$ cat src/rtl/ctrl_pipe.sv
// ctrl_pipe -- pipelined control unit for the five-stage MIPS core.
//
// The instruction in D is decoded once into a control word. The word moves
// through the D/E, E/M and M/W registers, and its tnew field counts down by
// one per stage, stopping at zero. The block also detects hazards from
// Tuse/Tnew, drives the D- and E-stage forwarding selects, and keeps the
// busy counter for the multiply/divide unit.
//
// Ports:
//   clk, reset_n             rising-edge clock, synchronous active-low reset
//   instr_d[31:0]            instruction held in D
//   stall                    hold PC and IF/ID, insert a bubble into E
//   ext_op_d, pc_sel_d       immediate-extension mode and next-PC source
//   fwd_rs_d, fwd_rt_d       compare-operand source in D (0 RF, 1 M, 2 W)
//   alu_op_e, alu_b_sel_e    ALU function and B-operand select in E
//   fwd_rs_e, fwd_rt_e       ALU-operand source in E (0 pipe reg, 1 M, 2 W)
//   md_start_e, md_busy      mult/div start pulse and unit-occupied flag
//   dm_we_m, dm_re_m         data-memory write/read in M
//   reg_we_w, wa_w, wd_sel_w register-file write enable, address and source in W
module ctrl_pipe #(
   parameter int unsigned MULT_CYCLES = 5,
   parameter int unsigned DIV_CYCLES  = 10
) (
   input  logic        clk,
   input  logic        reset_n,
   input  logic [31:0] instr_d,
   output logic        stall,
   output logic [1:0]  ext_op_d,
   output logic [1:0]  pc_sel_d,
   output logic [1:0]  fwd_rs_d,
   output logic [1:0]  fwd_rt_d,
   output logic [3:0]  alu_op_e,
   output logic        alu_b_sel_e,
   output logic [1:0]  fwd_rs_e,
   output logic [1:0]  fwd_rt_e,
   output logic [1:0]  md_start_e,
   output logic        md_busy,
   output logic        dm_we_m,
   output logic        dm_re_m,
   output logic        reg_we_w,
   output logic [4:0]  wa_w,
   output logic [1:0]  wd_sel_w
);

   typedef enum logic [3:0] {
      ALU_ADD, ALU_ADDU, ALU_SUB, ALU_SUBU, ALU_SLL,
      ALU_SRL, ALU_AND, ALU_OR, ALU_XOR, ALU_LUI
   } alu_op_t;

   typedef enum logic [1:0] {MD_NONE, MD_MULT, MD_DIV} md_op_t;

   typedef struct packed {
      alu_op_t    alu_op;
      logic       alu_b_sel;
      md_op_t     md_op;
      logic       dm_we;
      logic       dm_re;
      logic       reg_we;
      logic [4:0] wa;
      logic [1:0] wd_sel;
      logic [1:0] tnew;
   } cw_t;

   localparam cw_t        CW_NOP    = '0;
   localparam logic [4:0] MULT_LOAD = 5'(MULT_CYCLES);
   localparam logic [4:0] DIV_LOAD  = 5'(DIV_CYCLES);

   // One stage older: tnew counts down and stops at zero.
   function automatic cw_t age(input cw_t cw);
      age = cw;
      if (cw.tnew != 2'd0) age.tnew = cw.tnew - 2'd1;
   endfunction

   // True when register r is still being produced by the instruction in cw
   // and the consumer needs it sooner than it will be ready.
   function automatic logic pending(input cw_t cw, input logic [4:0] r, input logic [1:0] tuse);
      pending = (r != 5'd0) && cw.reg_we && (cw.wa == r) && (tuse < cw.tnew);
   endfunction

   // Nearest older stage holding a finished result for r: M first, then W.
   function automatic logic [1:0] fwd_from(input logic [4:0] r, input cw_t m, input cw_t w);
      if (r != 5'd0 && m.reg_we && m.wa == r && m.tnew == 2'd0)      fwd_from = 2'd1;
      else if (r != 5'd0 && w.reg_we && w.wa == r && w.tnew == 2'd0) fwd_from = 2'd2;
      else                                                          fwd_from = 2'd0;
   endfunction

   logic [5:0] op, funct;
   logic [4:0] rs, rt, rd;
   logic       unused_shamt;

   assign op           = instr_d[31:26];
   assign rs           = instr_d[25:21];
   assign rt           = instr_d[20:16];
   assign rd           = instr_d[15:11];
   assign funct        = instr_d[5:0];
   assign unused_shamt = ^instr_d[10:6];

   cw_t        cw_d, cw_e, cw_m, cw_w;
   logic [4:0] rs_e, rt_e;
   logic [4:0] md_count;
   logic       use_rs, use_rt, is_md, r_alu;
   logic [1:0] tuse_rs, tuse_rt;

   // ---------------------------------------------------------------- decode
   // NOTE: every signal written here gets a default first, so no path leaves
   // a variable unassigned and no latch is inferred.
   always_comb begin
      cw_d     = CW_NOP;
      ext_op_d = 2'd0;
      pc_sel_d = 2'd0;
      use_rs   = 1'b0;
      use_rt   = 1'b0;
      tuse_rs  = 2'd0;
      tuse_rt  = 2'd0;
      is_md    = 1'b0;
      r_alu    = 1'b0;
      case (op)
         6'h00: begin
            case (funct)
               6'h20: begin r_alu = 1'b1; cw_d.alu_op = ALU_ADD;  end
               6'h21: begin r_alu = 1'b1; cw_d.alu_op = ALU_ADDU; end
               6'h22: begin r_alu = 1'b1; cw_d.alu_op = ALU_SUB;  end
               6'h23: begin r_alu = 1'b1; cw_d.alu_op = ALU_SUBU; end
               6'h00: begin r_alu = 1'b1; cw_d.alu_op = ALU_SLL;  end
               6'h02: begin r_alu = 1'b1; cw_d.alu_op = ALU_SRL;  end
               6'h24: begin r_alu = 1'b1; cw_d.alu_op = ALU_AND;  end
               6'h25: begin r_alu = 1'b1; cw_d.alu_op = ALU_OR;   end
               6'h26: begin r_alu = 1'b1; cw_d.alu_op = ALU_XOR;  end
               6'h08: begin pc_sel_d = 2'd2; use_rs = 1'b1; end
               6'h18, 6'h1a: begin
                  cw_d.md_op = (funct == 6'h18) ? MD_MULT : MD_DIV;
                  is_md  = 1'b1;
                  use_rs = 1'b1; tuse_rs = 2'd1;
                  use_rt = 1'b1; tuse_rt = 2'd1;
               end
               6'h10, 6'h12: begin
                  is_md = 1'b1;
                  cw_d.reg_we = 1'b1; cw_d.wa = rd; cw_d.tnew = 2'd2;
               end
               6'h11, 6'h13: begin is_md = 1'b1; use_rs = 1'b1; tuse_rs = 2'd1; end
               default: ;
            endcase
            if (r_alu) begin
               cw_d.reg_we = 1'b1; cw_d.wa = rd; cw_d.tnew = 2'd2;
               // Shifts take their amount from shamt, so rs is not a source.
               use_rs  = (funct != 6'h00) && (funct != 6'h02);
               tuse_rs = 2'd1;
               use_rt  = 1'b1; tuse_rt = 2'd1;
            end
         end
         6'h0d, 6'h08, 6'h09: begin
            cw_d.alu_op = (op == 6'h0d) ? ALU_OR : (op == 6'h08) ? ALU_ADD : ALU_ADDU;
            ext_op_d    = (op == 6'h0d) ? 2'd0 : 2'd1;
            cw_d.alu_b_sel = 1'b1;
            cw_d.reg_we = 1'b1; cw_d.wa = rt; cw_d.tnew = 2'd2;
            use_rs = 1'b1; tuse_rs = 2'd1;
         end
         6'h0f: begin
            cw_d.alu_op = ALU_LUI; cw_d.alu_b_sel = 1'b1; ext_op_d = 2'd2;
            cw_d.reg_we = 1'b1; cw_d.wa = rt; cw_d.tnew = 2'd2;
         end
         6'h23: begin
            cw_d.alu_op = ALU_ADDU; cw_d.alu_b_sel = 1'b1; ext_op_d = 2'd1;
            cw_d.dm_re  = 1'b1; cw_d.wd_sel = 2'd1;
            cw_d.reg_we = 1'b1; cw_d.wa = rt; cw_d.tnew = 2'd3;
            use_rs = 1'b1; tuse_rs = 2'd1;
         end
         6'h2b: begin
            cw_d.alu_op = ALU_ADDU; cw_d.alu_b_sel = 1'b1; ext_op_d = 2'd1;
            cw_d.dm_we = 1'b1;
            // Store data is needed only in M, one stage later than the address.
            use_rs = 1'b1; tuse_rs = 2'd1;
            use_rt = 1'b1; tuse_rt = 2'd2;
         end
         6'h04, 6'h05: begin
            ext_op_d = 2'd1; pc_sel_d = 2'd1;
            use_rs = 1'b1; use_rt = 1'b1;
         end
         6'h02: pc_sel_d = 2'd1;
         6'h03: begin
            pc_sel_d = 2'd1;
            cw_d.reg_we = 1'b1; cw_d.wa = 5'd31; cw_d.wd_sel = 2'd2; cw_d.tnew = 2'd1;
         end
         default: ;
      endcase
      // $0 is hard-wired, so a write to it is dropped here and never forwarded.
      if (cw_d.wa == 5'd0) cw_d.reg_we = 1'b0;
   end

   // ---------------------------------------------------------------- hazards
   assign stall = (use_rs && (pending(cw_e, rs, tuse_rs) || pending(cw_m, rs, tuse_rs)))
                || (use_rt && (pending(cw_e, rt, tuse_rt) || pending(cw_m, rt, tuse_rt)))
                || (is_md && (md_busy || cw_e.md_op != MD_NONE));

   assign fwd_rs_d = fwd_from(rs,   cw_m, cw_w);
   assign fwd_rt_d = fwd_from(rt,   cw_m, cw_w);
   assign fwd_rs_e = fwd_from(rs_e, cw_m, cw_w);
   assign fwd_rt_e = fwd_from(rt_e, cw_m, cw_w);

   // ---------------------------------------------------------- stage registers
   // NOTE: clocked state uses non-blocking assignments so every register
   // samples the values from before the edge, whatever the statement order.
   always_ff @(posedge clk) begin
      if (!reset_n) begin
         cw_e <= CW_NOP;
         cw_m <= CW_NOP;
         cw_w <= CW_NOP;
         rs_e <= 5'd0;
         rt_e <= 5'd0;
      end else begin
         if (stall) begin
            cw_e <= CW_NOP;
            rs_e <= 5'd0;
            rt_e <= 5'd0;
         end else begin
            cw_e <= age(cw_d);
            rs_e <= rs;
            rt_e <= rt;
         end
         cw_m <= age(cw_e);
         cw_w <= age(cw_m);
      end
   end

   // A new start has priority over the final decrement of the previous op.
   always_ff @(posedge clk) begin
      if (!reset_n)                    md_count <= 5'd0;
      else if (cw_e.md_op == MD_MULT)  md_count <= MULT_LOAD;
      else if (cw_e.md_op == MD_DIV)   md_count <= DIV_LOAD;
      else if (md_count != 5'd0)       md_count <= md_count - 5'd1;
   end

   assign md_busy     = (md_count != 5'd0);
   assign md_start_e  = cw_e.md_op;
   assign alu_op_e    = cw_e.alu_op;
   assign alu_b_sel_e = cw_e.alu_b_sel;
   assign dm_we_m     = cw_m.dm_we;
   assign dm_re_m     = cw_m.dm_re;
   assign reg_we_w    = cw_w.reg_we;
   assign wa_w        = cw_w.wa;
   assign wd_sel_w    = cw_w.wd_sel;

endmodule
$ cat config.mk
export PLATFORM = sky130hd
export DESIGN_NAME = ctrl_pipe
export DESIGN_NICKNAME = d
export VERILOG_FILES = /design/src/rtl/ctrl_pipe.sv
export SDC_FILE = /design/constraint.sdc
export NUM_CORES = 1
export LEC_CHECK = 0
export ABC_CLOCK_PERIOD_IN_PS = 3380
export CAP_MARGIN = 40
export CORE_ASPECT_RATIO = 0.7
export CORE_MARGIN = 4
export CORE_UTILIZATION = 30
export DETAILED_ROUTE_END_ITERATION = 8
export MAX_ROUTING_LAYER = met4
export SYNTH_ARGS = -nofsm -noshare
export SYNTH_HDL_FRONTEND = slang
export SYNTH_SLANG_ARGS = --single-unit
$ cat constraint.sdc
create_clock -name clk -period 3.38 [get_ports clk]
set_clock_uncertainty 0.15 [all_clocks]
set_input_delay 0.507 -clock clk [delete_from_list [all_inputs] [get_ports clk]]
set_output_delay 0.507 -clock clk [all_outputs]
set_load 0.02 [all_outputs]
## After elaboration in Yosys (flattened, before gate mapping)

Index checks and enable logic that the tools add are counted.

| cells by class | value |
|---|---|
| bitwise gates (word level) | 3 |
| mux-type cells | 49 |
| eq/ne operators | 38 |
| $lt $le $gt $ge | 4 |
| add/sub/neg operators | 4 |
| reductions and logical operators | 79 |

Operators by type and width:

| cell | number |
|---|---|
| $eq A6 B6 Y1 const B | 9 |
| $eq A5 B5 Y1 | 10 |
| $eq A6 B5 Y1 const B | 6 |
| $logic_and A1 B1 Y1 | 36 |
| $mux W2 | 16 |
| $pmux W4 S8 | 1 |
| $eq A6 B4 Y1 const B | 5 |
| $reduce_bool A5 Y1 | 5 |
| $reduce_or A4 Y1 | 5 |
| $eq A6 B2 Y1 const B | 3 |
| $pmux W6 S3 | 1 |
| $mux W1 | 16 |
| $pmux W2 S2 | 4 |
| $pmux W4 S4 | 1 |
| $reduce_or A5 Y1 | 3 |
| $eq A6 B3 Y1 const B | 2 |
| $logic_not A6 Y1 | 2 |
| $mux W6 | 2 |
| $reduce_or A3 Y1 | 4 |
| $reduce_or A6 Y1 | 2 |
| $reduce_bool A2 Y1 | 5 |
| $reduce_or A2 Y1 | 5 |
| $reduce_or A9 Y1 | 1 |
| $lt A2 B2 Y1 | 4 |
| 17 further kinds | 29 |

| storage, ports and cells | value |
|---|---|
| output and inout bits | 31 |
| bits of input ports | 34 |
| bits in registers | 56 |
| logic and storage cells | 201 |

## Longest topological paths before layout

Gate-level depths: netlist of run 1.

| depth | value |
|---|---|
| depth in word-level cells | 13 |
| gate-level depth with buffers | 12 |
| mapped depth without buffers | 10 |

## Least setup slack after synthesis of run 1

No wires, ideal clock.

| timing path | value |
|---|---|
| path kind | input port to output port |
| start | input instr_d[28] |
| end | output stall |
| stages on the path | 11 |
| arrival | 2.518 ns |
| required time | 2.723 ns |
| path slack | 0.205 ns |
| buffers on the path | 1 |
| cells stage by stage | buf_2 nand4b_1 or2_2 nor2_1 ha_1 nand2b_1 nand4b_1 nor3_1 a32oi_2 o32ai_4 or2_1 |

| on the way | value |
|---|---|
| longest elaborated chain between the ends | 9 |
| elaborated cells on any way between the ends | 31 |
| those cells by class | order compare: 4; eq/ne: 7; mux: 5; reduce/logical: 15 |

RTL lines:

| item | RTL line | source |
|---|---|---|
| start: declaration | 26 | `input logic [31:0] instr_d,` |
| $eq A6 B4 Y1 or $eq A6 B6 Y1 (tied branches) | 117 | `case (op)` |
| $reduce_or A5 Y1 (no line) | n/a |  |
| $pmux W2 S2 | 117 |  |
| $lt A2 B2 Y1 | 77 | `pending = (r != 5'd0) && cw.reg_we && (cw.wa == r) && (tuse < cw.tnew);` |
| $logic_and A1 B1 Y1 | 77 |  |
| $logic_or A1 B1 Y1 | 191 | `assign stall = (use_rs && (pending(cw_e, rs, tuse_rs) \|\| pending(cw_m, rs, tuse_rs)))` |
| $logic_and A1 B1 Y1 | 191 |  |
| $logic_or A1 B1 Y1 | 192 | `\|\| (use_rt && (pending(cw_e, rt, tuse_rt) \|\| pending(cw_m, rt, tuse_rt)))` |
| $logic_or A1 B1 Y1 (*) | 193 | `\|\| (is_md && (md_busy \|\| cw_e.md_op != MD_NONE));` |
| end: declaration | 27 | `output logic stall,` |

Every way passes the cells marked *; elsewhere a longest branch is shown, timed or not.

## Worst setup path in the final report of run 1

Ends and elaborated chain as after synthesis.

==> summary.md, run 1 <==
| Metric | Value |
|---|---|
| RSZ-0062 raised after global routing | `true` |
| 1st-pass router iterations | `4` |
| Max VDD drop | `between 0.0002 and 0.00025 V` |
| Die area | `between 10,000 and 15,000 µm²` |
| Sequential area share after synthesis | `approximately a third` |
| Mapped Cells | `407` |
| Fin. Hold Viols | `0` |
| Number of synthesized register bits | `56` |
| Area Overhead vs Synth | `30.1%` |
| Synth Flop Type | `dfxtp_1` |
| Most numerous cell in the Yosys netlist | `dfxtp_1` |
| Leak | `between 1.5 and 2 nW` |
| Placed wire-length estimate | `approximately 7.5 mm` |
| Hold Crit Class | `reg2reg` |
| Critical path class | `in2out` |
| First-pass GRT wire length | `15.3 mm` |
| Tmin final | `around 3.3 ns` |
| Mapped Area | `approximately 3500 µm²` |
| Initial antenna violation count | `0` |
| Final WL | `9.42 mm` |
| Worst-margin pin slew | `0.490 ns` |
| CTS root buf | `clkbuf_16` |
| Ys Warns | `0` |
| FF-to-FF Start | `cw_m[4]` |
| Routed vias | `between 3k and 4k` |
| Core Area | `11,300 µm²` |
| Max frequency | `304 MHz` |
| Placed Area | `approximately 4400 µm²` |
| Hold Path Depth | `1` |
| Syn nets | `444` |
| Die W | `about 140 µm` |
| Initial DRC count | `93` |
| Final antenna-violating net count | `0` |
| Commonest cells in the synthesized netlist | `dfxtp_1, xnor2_1, nand2_1` |
| Vias in the first global route | `3,143` |
| Max-capacitance violation count | `0` |
| H-tree depth | `2` |
| Worst setup path startpoint | `instr_d[28]` |
| Largest net degree at the start of global routing | `26` |
| Mean Syn Cell Area | `8.70 µm²` |
| Top cell type's share of synthesized area | `around a third` |
| Synth cell types | `68` |
| Clock buffer count from CTS | `5` |
| Fin. max-slew vios | `0` |
| Max clock buf depth | `2` |
| # setup viols final | `0` |
| Hold path endpoint | `dm_re_m` |
| Crit share post-route | `a little over nine tenths` |
| Clock transition at path regs | `around 0.08 ns` |
| Post-synth top area cell | `dfxtp_1` |
| Layout cell share with drive strength beyond 1 | `between 20% and 30%` |
| Die boundary height | `between 90 and 100 µm` |
| Gpl congestion | `roughly 0.91` |
| CP max FO | `3` |
| # DRC | `0` |
| Worst EP required | `between 2 and 3 ns` |
| Pwr Total | `~1.7 mW` |
| CTS tree | `done` |
| GRT overflow | `0` |
| Slew margin rel. | `between 60 and 70%` |
| Per-cell routed wire length | `about 15 µm` |
| Number of flops mapped to enable cells by yosys | `0` |
| Arrival time of the worst setup path | `approximately 2.6 ns` |
| Sink Count | `56` |
| Initial Util | `between 30% and 40%` |
| Non-Filler Cell Area, Final | `between 4000 and 5000 µm²` |
| Layout Utilization | `40.8%` |
| Worst reg2reg path depth | `7` |
| CP Launch Type | `input port` |
| Post-synth ARST share | `0%` |
| Outcome | `complete, no violations` |
| Final net count | `517` |
| CP endpoint kind | `primary output` |
| Rows | `32` |
| Clk_lat worst skew | `around 0.30 ns` |
| Ports | `65` |
| Synth area leaders | `dfxtp_1, xnor2_1, and2_1` |
| # diodes | `0` |
| Pwr/cell area | `between 300 and 400 nW/µm²` |
| Hold Crit Start | `cw_e[10]` |
| Port Buf Inserts | `between 50 and 60` |
| GRT Total Usage | `~14%` |
| Reg-to-Reg End | `cw_e[8]` |
| Via density | `around 4.8` |
| Worst reg-to-reg setup slack | `between 0.8 and 0.9 ns` |
## cells by family after synthesis
logic type	after synthesis	share of synthesized area, %
buf+inv	70	11.7
fa+ha+maj	3	1.06
flops	56	31.6
xor+xnor	54	13.4
compound gates	51	11.9
mux	1	0.283
simple gates	172	30.1
## sequential cells by signal (all words and copies together) (netlist names)
signal and cells:
cw_e 12, cw_m 10, md_count 5, rs_e 5, rt_e 5, wa_w 5, alu_op_e 4, cw_w 2
md_start_e 2, wd_sel_w 2, alu_b_sel_e 1, dm_re_m 1, dm_we_m 1, reg_we_w 1
## per-layer routing
layer,global-route usage [%],routed length (µm),up-vias
met5,-,0,-
met4,2.89,62,0
met3,3.37,503,10
met2,20.8,4040,79
met1,20.4,4810,1404
li1,-,-,1520
## per-stage QoR
step	cells	worst slack [ns]	hold WS, ns	TNS [ns]
finish	634	0.0902	0.288	0
global route	634	-0.0432	0.301	-0.0432
CTS	633	-0.158	0.288	-0.158
detailed placement	625	-0.550	0.268	-0.858
global placement	625	-0.512	0.266	-0.855
floorplan	407	0.205	0.262	0
## timing repair
item | CTS | global route
pin swaps | 0 | 2
hold buffers | 0 | 0
resized for setup | 5 | 13
endpoints found under the setup margin | 2 | 5
setup buffers | 0 | 1
## placed cells by master (no fill, tap or decap), types with 3 or more instances in the layout
cell / synthesis / layout
nor2_1: 20 / 19
ha_1: 3 / 3
a211oi_2: 3 / 3
and3_1: 5 / 5
a221o_1: 3 / 3
o21ai_0: 11 / 11
and2_1: 21 / 21
clkdlybuf4s50_1: 0 / 55
nand2b_1: 5 / 5
nor3_2: 12 / 13
a21oi_1: 8 / 8
nor4_1: 14 / 13
buf_4: 16 / 56
nand2_1: 28 / 28
xnor2_1: 42 / 42
nor2b_1: 6 / 6
xor2_1: 12 / 12
dfxtp_1: 56 / 56
or4_1: 3 / 3
nand3_1: 6 / 6
nor3b_1: 3 / 3
inv_1: 20 / 20
nor3_1: 9 / 8
clkbuf_16: 0 / 5
nand4_1: 13 / 13
a21boi_0: 4 / 4
nor2_2: 5 / 4
nor3b_2: 3 / 3
## final cells by class
type                       instances  area, µm²
fill                            1132       6680
multi-input combinational        281       2040
timing repair buffer             115       1020
clock buffer                       5        125
sequential                        56       1120
tap                              153        191
clock inverter                     3       28.8
inverter                          21       78.8
## where the power goes
| group | switching, mW | internal (mW) | leakage [nW] | total, mW |
|---|---|---|---|---|
| logic | 0.218 | 0.220 | 1.23 | 0.437 |
| registers | 0.0301 | 0.695 | 0.455 | 0.725 |
| clock network | 0.263 | 0.286 | 0.0767 | 0.549 |
| total | 0.511 | 1.20 | 1.76 | 1.71 |
## critical path: stages
cell and delay, ns:
clkdlybuf4s50_1 0.45, nand4b_1 0.21, or2_4 0.27, nor2_4 0.09, buf_4 0.11, ha_1 0.11
o221ai_1 0.12, a32oi_2 0.25, o32ai_4 0.12, or2_1 0.23, buf_4 0.16
## how the worst max path moves through the flow
stage / endpoint
CTS: stall
floorplan: stall
global route: stall
finish: stall
detailed placement: stall
global placement: stall
Note: power is estimated with default switching activity, not from simulation.
==> inputs of run 2 (changes only) <==
==> constraint.sdc (replaced) <==
create_clock -name clk -period 3.38 [get_ports clk]
set_clock_uncertainty 0.15 [all_clocks]
set_input_delay 0.507 -clock clk [delete_from_list [all_inputs] [get_ports clk]]
set_output_delay 0.507 -clock clk [all_outputs]
set_load 0.05 [all_outputs]
==> run 2 against run 1 <==
Effect of this change: register-to-register slack worse by 0.12 ns; non-clock buffer count decreased by 19; die area did not move; critical endpoint unchanged; highest routed layer unchanged.
==> summary.md, run 2 (synthesis results as in run 1) <==
| Metric | Value |
|---|---|
| Gpl congestion | `0.873 (was 0.912)` |
| Flop pwr share | `42.3% (was 42.4%)` |
| Combinational group share of total power | `26.4% (was 25.5%)` |
| Max frequency | `299 MHz (was 304 MHz)` |
| GRT Total Usage | `14.0% (was 14.3%)` |
| Clock power share | `31.3% (was 32.1%)` |
| H-tree depth | `2 (unchanged)` |
| Leak | `1.73 nW (was 1.76 nW)` |
| RSZ-0062 raised after global routing | `false (was true)` |
| Worst EP required | `2.72 ns (about the same)` |
| CTS root buf | `clkbuf_16 (unchanged)` |
| Clock transition at path regs | `0.07 ns (was 0.08 ns)` |
| Worst path cell trace | `clkdlybuf4s50_1 -> xor2_1 -> nor3_1 -> nand4_1 -> o311a_2 -> o32ai_4 -> or2_1 -> buf_12 (was clkdlybuf4s50_1 -> nand4b_1 -> or2_4 -> nor2_4 -> buf_4 -> ha_1 -> o221ai_1 -> a32oi_2 -> o32ai_4 -> or2_1 -> buf_4)` |
| CP max stage delay | `0.53 ns (was 0.45 ns)` |
| CP endpoint kind | `primary output (unchanged)` |
| Slew margin rel. | `55.6% (was 67.0%)` |
| Net Sw Frac | `30.8% (was 29.8%)` |
| Largest net degree at the start of global routing | `26 (unchanged)` |
| Commonest cells after routing, fill and taps aside | `dfxtp_1, clkdlybuf4s50_1, xnor2_1 (was dfxtp_1, buf_4, clkdlybuf4s50_1)` |
| Hold Crit Class | `reg2reg (unchanged)` |
| Hold WS | `0.288 ns (about the same)` |
| Rows | `32 (unchanged)` |
| Initial antenna violation count | `0 (unchanged)` |
| Fin. Hold Viols | `0 (unchanged)` |
| Max reg flops | `12 (unchanged)` |
| Biggest register | `cw_e (unchanged)` |
| Initial DRC count | `122 (was 93)` |
| Post-CTS Hold Buffers | `0 (unchanged)` |
| Die boundary height | `98.9 µm (unchanged)` |
| Clk_lat worst skew | `0.29 ns (was 0.30 ns)` |
| Vias in the first global route | `2,966 (was 3,143)` |
| Die W | `138 µm (unchanged)` |
| Worst-margin pin slew | `0.664 ns (was 0.490 ns)` |
| CTS tree | `done (unchanged)` |
| Layout cell share with drive strength beyond 1 | `21.4% (was 21.6%)` |
| P_sw | `0.529 mW (was 0.511 mW)` |
| CP Launch Type | `input port (unchanged)` |
| Outcome | `complete, no violations (unchanged)` |
| Commonest non-fill, non-tap cell in the layout | `dfxtp_1` |
| FILL cells | `1,112 (was 1,132)` |
| Crit path max-delay cell type | `clkdlybuf4s50_1 (unchanged)` |
| Final WL | `9.01 mm (was 9.42 mm)` |
| Crit share post-route | `98.8% (was 97.3%)` |
| Max-capacitance violation count | `0 (unchanged)` |
| CP max FO | `4 (was 3)` |
| Final antenna-violating net count | `0 (unchanged)` |
| Regs by FF count | `cw_e x12, cw_m x10 (unchanged)` |
| First-pass GRT wire length | `15.0 mm (was 15.3 mm)` |
| GRT overflow | `0 (unchanged)` |
| Layout Utilization | `40.7% (was 40.8%)` |
| Ports | `65 (unchanged)` |
| # setup viols final | `0 (unchanged)` |
| # DRC | `0 (unchanged)` |
| Max clock buf depth | `2 (unchanged)` |
| Total internal power | `1.19 mW (was 1.20 mW)` |
| Arrival time of the worst setup path | `2.68 ns (was 2.63 ns)` |
| # diodes | `0 (unchanged)` |
| Worst reg2reg path depth | `8 (was 7)` |
| Port Buf Inserts | `59 (unchanged)` |
| Tmin final | `3.34 ns (was 3.29 ns)` |
| Routed vias | `2,927 (was 3,013)` |
| Initial Util | `31.4% (unchanged)` |
| Core Area | `11,300 µm² (unchanged)` |
| Clock buffer count from CTS | `5 (unchanged)` |
| Area Overhead vs Synth | `29.8% (was 30.1%)` |
| Final net count | `498 (was 517)` |
| Placed wire-length estimate | `7.16 mm (was 7.50 mm)` |
| Max VDD drop | `0.000221 V (was 0.000215 V)` |
| Die area | `13,600 µm² (unchanged)` |
| Hold Path Depth | `1 (unchanged)` |
| Pwr/cell area | `373 nW/µm² (was 371 nW/µm²)` |
| Critical path class | `in2out (unchanged)` |
| Fin. max-slew vios | `0 (unchanged)` |
| Via density | `4.76 (was 4.75)` |
| Sink Count | `56 (unchanged)` |
| 1st-pass router iterations | `4 (unchanged)` |
| Per-cell routed wire length | `14.7 µm (was 14.9 µm)` |
run 2: changes by cell type in the layout (fill, tap and decap cells not counted), moves of 4 or more:
cell,previous run,this run
dlymetal6s2s_1,2,6
buf_4,56,36
clkdlybuf4s50_1,55,43
buf_12,1,8
run 2: path summary, 6_finish.rpt:
path,startpoint,end,slack (ns)
worst max-delay path,instr_d[25],stall,0.04
worst min-delay path,cw_m[2],wd_sel_w[0],0.29
worst max register to register,cw_m[7],cw_e[7],0.74
worst min register to register,cw_m[2],wd_sel_w[0],0.29
run 2: timing repair:
| action | in CTS | in global routing |
|---|---|---|
| hold endpoints to repair | 0 | 0 |
| endpoints found under the setup margin | 1 | 1 |
| gates resized for setup | 6 | 13 |
| buffers inserted | 1 | 3 |
| pin swaps | 4 | 8 |
run 2: power groups by stage:
stage | clock (mW) | combinational, mW | sequential, mW
2_1_floorplan | 0 | 0.318 | 0.734
3_3_place_gp | 0 | 0.430 | 0.739
3_5_place_dp | 0 | 0.444 | 0.742
4_1_cts | 0.550 | 0.449 | 0.726
5_1_grt | 0.582 | 0.500 | 0.731
6_report | 0.537 | 0.452 | 0.726
run 2: layer usage:
layer	wire length (µm)	global-route usage, %
met1	4570	20.1
met4	67	2.81
met3	517	2.55
met5	0	-
met2	3860	20.5
run 2: final cells by class:
cell class                      instances  area [µm²]  share of cell area, %
Inverter                               21        78.8                   1.71
Sequential cell                        56        1120                   24.4
Clock inverter                          3        28.8                  0.626
Timing Repair Buffer                   96         970                   21.1
Tap cell                              153         191                   4.16
Clock buffer                            5         125                   2.72
Multi-Input combinational cell        281        2080                   45.3
run 2: critical path, delay by kind of cell:
family                    cells  cell delay (ns)
AOI/OAI and AO/OA             2             0.70
buffers and inverters         2             0.67
xor gates and xnor gates      1             0.23
and+or+nand+nor               3             0.58
run 2: through the flow:
stage               cell area, µm²  worst slack, ns  TNS (ns)  power [mW]  cells
finish                        4600           0.0405         0        1.71    615
global route                  4600          0.00625         0        1.81    615
CTS                           4520          0.00203         0        1.73    612
detailed placement            4330           -0.133    -0.133        1.19    603
global placement              4330           -0.135    -0.135        1.17    603
floorplan                     3560          -0.0475   -0.0475        1.05    407
==> inputs of run 3 (changes only) <==
--- a/config.mk
+++ b/config.mk
@@ -7,7 +7,7 @@
 export LEC_CHECK = 0
 export ABC_CLOCK_PERIOD_IN_PS = 3380
 export CAP_MARGIN = 40
-export CORE_ASPECT_RATIO = 0.7
+export CORE_ASPECT_RATIO = 1.75
 export CORE_MARGIN = 4
 export CORE_UTILIZATION = 30
 export DETAILED_ROUTE_END_ITERATION = 8
==> run 3 against run 2 <==
Effect of this change: critical path depth is the same; clock-buffer cell count unchanged; sequential power hardly changed; largest cell class unchanged; largest power group unchanged.
==> summary.md, run 3 (synthesis results as in run 1) <==
| Metric | Value |
|---|---|
| Outcome | `complete, no violations (unchanged)` |
| Post-placement cell count | `584 (was 603)` |
| Biggest register | `cw_e (unchanged)` |
| Gpl congestion | `0.962 (was 0.873)` |
| Rows | `52 (was 32)` |
| Routed vias | `3,003 (was 2,927)` |
| Final setup TNS | `0 ns (unchanged)` |
| # setup viols final | `0 (unchanged)` |
| CP max FO | `3 (was 4)` |
| Port Buf Inserts | `59 (unchanged)` |
| Tmin final | `3.30 ns (was 3.34 ns)` |
| Final net count | `498 (unchanged)` |
| Finished Layout Cells | `596 (was 615)` |
| P_sw | `0.511 mW (was 0.529 mW)` |
| CTS root buf | `clkbuf_16 (unchanged)` |
| Max VDD drop | `0.000177 V (was 0.000221 V)` |
| First-pass GRT wire length | `15.5 mm (was 15.0 mm)` |
| Clk_lat worst skew | `0.30 ns (was 0.29 ns)` |
| Initial Util | `30.6% (was 31.4%)` |
| Slew margin rel. | `48.6% (was 55.6%)` |
| Crit share post-route | `97.6% (was 98.8%)` |
| Grt peak-use layer | `met2 (unchanged)` |
| Placed Area | `4300 µm² (was 4330 µm²)` |
| Largest net degree at the start of global routing | `28 (was 26)` |
| CTS tree | `done (unchanged)` |
| Per-cell routed wire length | `15.9 µm (was 14.7 µm)` |
| Post-CTS Hold Buffers | `0 (unchanged)` |
| Final antenna-violating net count | `0 (unchanged)` |
| Arrival time of the worst setup path | `2.64 ns (was 2.68 ns)` |
| Max clock buf depth | `2 (unchanged)` |
| Worst-margin pin slew | `0.769 ns (was 0.664 ns)` |
| Ports | `65 (unchanged)` |
| Worst path cell trace | `clkdlybuf4s50_1 -> or4_1 -> nor2_4 -> nor4_1 -> a32oi_2 -> o32ai_4 -> or2_1 -> buf_12 (was clkdlybuf4s50_1 -> xor2_1 -> nor3_1 -> nand4_1 -> o311a_2 -> o32ai_4 -> or2_1 -> buf_12)` |
| Layout cell share with drive strength beyond 1 | `21.5% (was 21.4%)` |
| CP endpoint kind | `primary output (unchanged)` |
| 1st-pass router iterations | `4 (unchanged)` |
| Max-capacitance violation count | `0 (unchanged)` |
| Die W | `90.1 µm (was 138 µm)` |
| Core Area | `11,600 µm² (was 11,300 µm²)` |
| Critical path class | `in2out (unchanged)` |
| Combinational group share of total power | `24.6% (was 26.4%)` |
| Final WL | `9.51 mm (was 9.01 mm)` |
| Vias in the first global route | `3,147 (was 2,966)` |
| Total internal power | `1.32 mW (was 1.19 mW)` |
| Regs by FF count | `cw_e x12, cw_m x10 (unchanged)` |
| Pwr Total | `1.83 mW (was 1.71 mW)` |
| Layout Utilization | `39.8% (was 40.7%)` |
| Non-Filler Cell Area, Final | `4610 µm² (was 4600 µm²)` |
| Commonest cells after routing, fill and taps aside | `dfxtp_1, xnor2_1, clkdlybuf4s50_1 (was dfxtp_1, clkdlybuf4s50_1, xnor2_1)` |
| Max reg flops | `12 (unchanged)` |
| M2 GR Usage | `27.1% (was 20.5%)` |
| Clock power share | `35.8% (was 31.3%)` |
| Hold WS | `0.283 ns (was 0.288 ns)` |
| Kind of cell adding the most delay to the critical path | `simple AND/OR/NAND/NOR gates (was compound AO/OA/AOI/OAI gates)` |
| Leak | `1.77 nW (was 1.73 nW)` |
| Commonest non-fill, non-tap cell in the layout | `dfxtp_1 (unchanged)` |
| GRT met3 Usage | `2.17% (was 2.55%)` |
| Clock buffer count from CTS | `5 (unchanged)` |
| Pwr/cell area | `398 nW/µm² (was 373 nW/µm²)` |
| # diodes | `0 (unchanged)` |
| CP max stage delay | `0.59 ns (was 0.53 ns)` |
| Clock transition at path regs | `0.07 ns (about the same)` |
| H-tree depth | `2 (unchanged)` |
| Die boundary height | `152 µm (was 98.9 µm)` |
| Setup slack after layout | `0.0827 ns (was 0.0405 ns)` |
| Fin. Hold Viols | `0 (unchanged)` |
| Worst EP required | `2.72 ns (about the same)` |
| Sink Count | `56 (unchanged)` |
| Max frequency | `303 MHz (was 299 MHz)` |
| GRT overflow | `0 (unchanged)` |
| WP buf/inv | `2 (unchanged)` |
| Hold Crit Class | `reg2reg (unchanged)` |
| Via density | `5.04 (was 4.76)` |
| Met1 GRT Util | `14.1% (was 20.1%)` |
| CP Launch Type | `input port (unchanged)` |
| Crit path max-delay cell type | `or4_1 (was clkdlybuf4s50_1)` |
| Initial antenna violation count | `0 (unchanged)` |
| Area Overhead vs Synth | `30.1% (was 29.8%)` |
| Placed wire-length estimate | `7.52 mm (was 7.16 mm)` |
| Fin. max-slew vios | `0 (unchanged)` |
| Die area | `13,700 µm² (was 13,600 µm²)` |
| Post-Place Setup Slack | `-0.110 ns (was -0.133 ns)` |
| Net Sw Frac | `27.9% (was 30.8%)` |
| Flop pwr share | `39.7% (was 42.3%)` |
| Initial DRC count | `174 (was 122)` |
| GRT Total Usage | `14.6% (was 14.0%)` |
| # DRC | `0 (unchanged)` |
## run 3: final timing paths
check              startpoint            end  slack (ns)  cells after the start
setup / recovery  instr_d[17]          stall        0.08                      8
hold / removal        cw_m[2]    wd_sel_w[0]        0.28                      1
setup reg to reg      cw_m[7]  md_start_e[0]        0.87                      7
hold reg to reg       cw_m[2]    wd_sel_w[0]        0.28                      1
## run 3: power by group through the flow
stage | registers (mW) | clock network [mW] | logic [mW]
CTS | 0.727 | 0.665 | 0.449
global placement | 0.739 | 0 | 0.431
detailed placement | 0.743 | 0 | 0.442
finish | 0.727 | 0.655 | 0.450
floorplan | 0.734 | 0 | 0.318
global route | 0.732 | 0.693 | 0.494
## run 3: cell type report
cell class,instances,area (µm²)
Clock buffer,5,125
Clock inverter,2,60.1
Fill cell,1152,6970
Inverter,21,78.8
Multi-Input combinational cell,281,2080
Sequential cell,56,1120
Tap cell,135,169
Timing Repair Buffer,96,970
## run 3: per-layer routing
layer  wire (µm)  vias to the layer above
li1            -                     1489
met1        3580                     1419
met2        5130                       66
met3         256                       29
met4         535                        0
met5           0                        -
## run 3: what timing repair did
item | CTS | global route
endpoints found under the setup margin | 1 | 1
pin swaps | 3 | 11
cloned | 0 | 0
buffers inserted | 0 | 5
resized for setup | 12 | 11
## run 3: worst reg2reg max path, stage by stage, from the launching register on
cell and delay, ns:
dfxtp_1 0.49, xor2_1 0.15, nor3_1 0.20, nand4_1 0.15, o311a_2 0.40, o32ai_4 0.31, buf_4 0.42, nor4_1 0.11
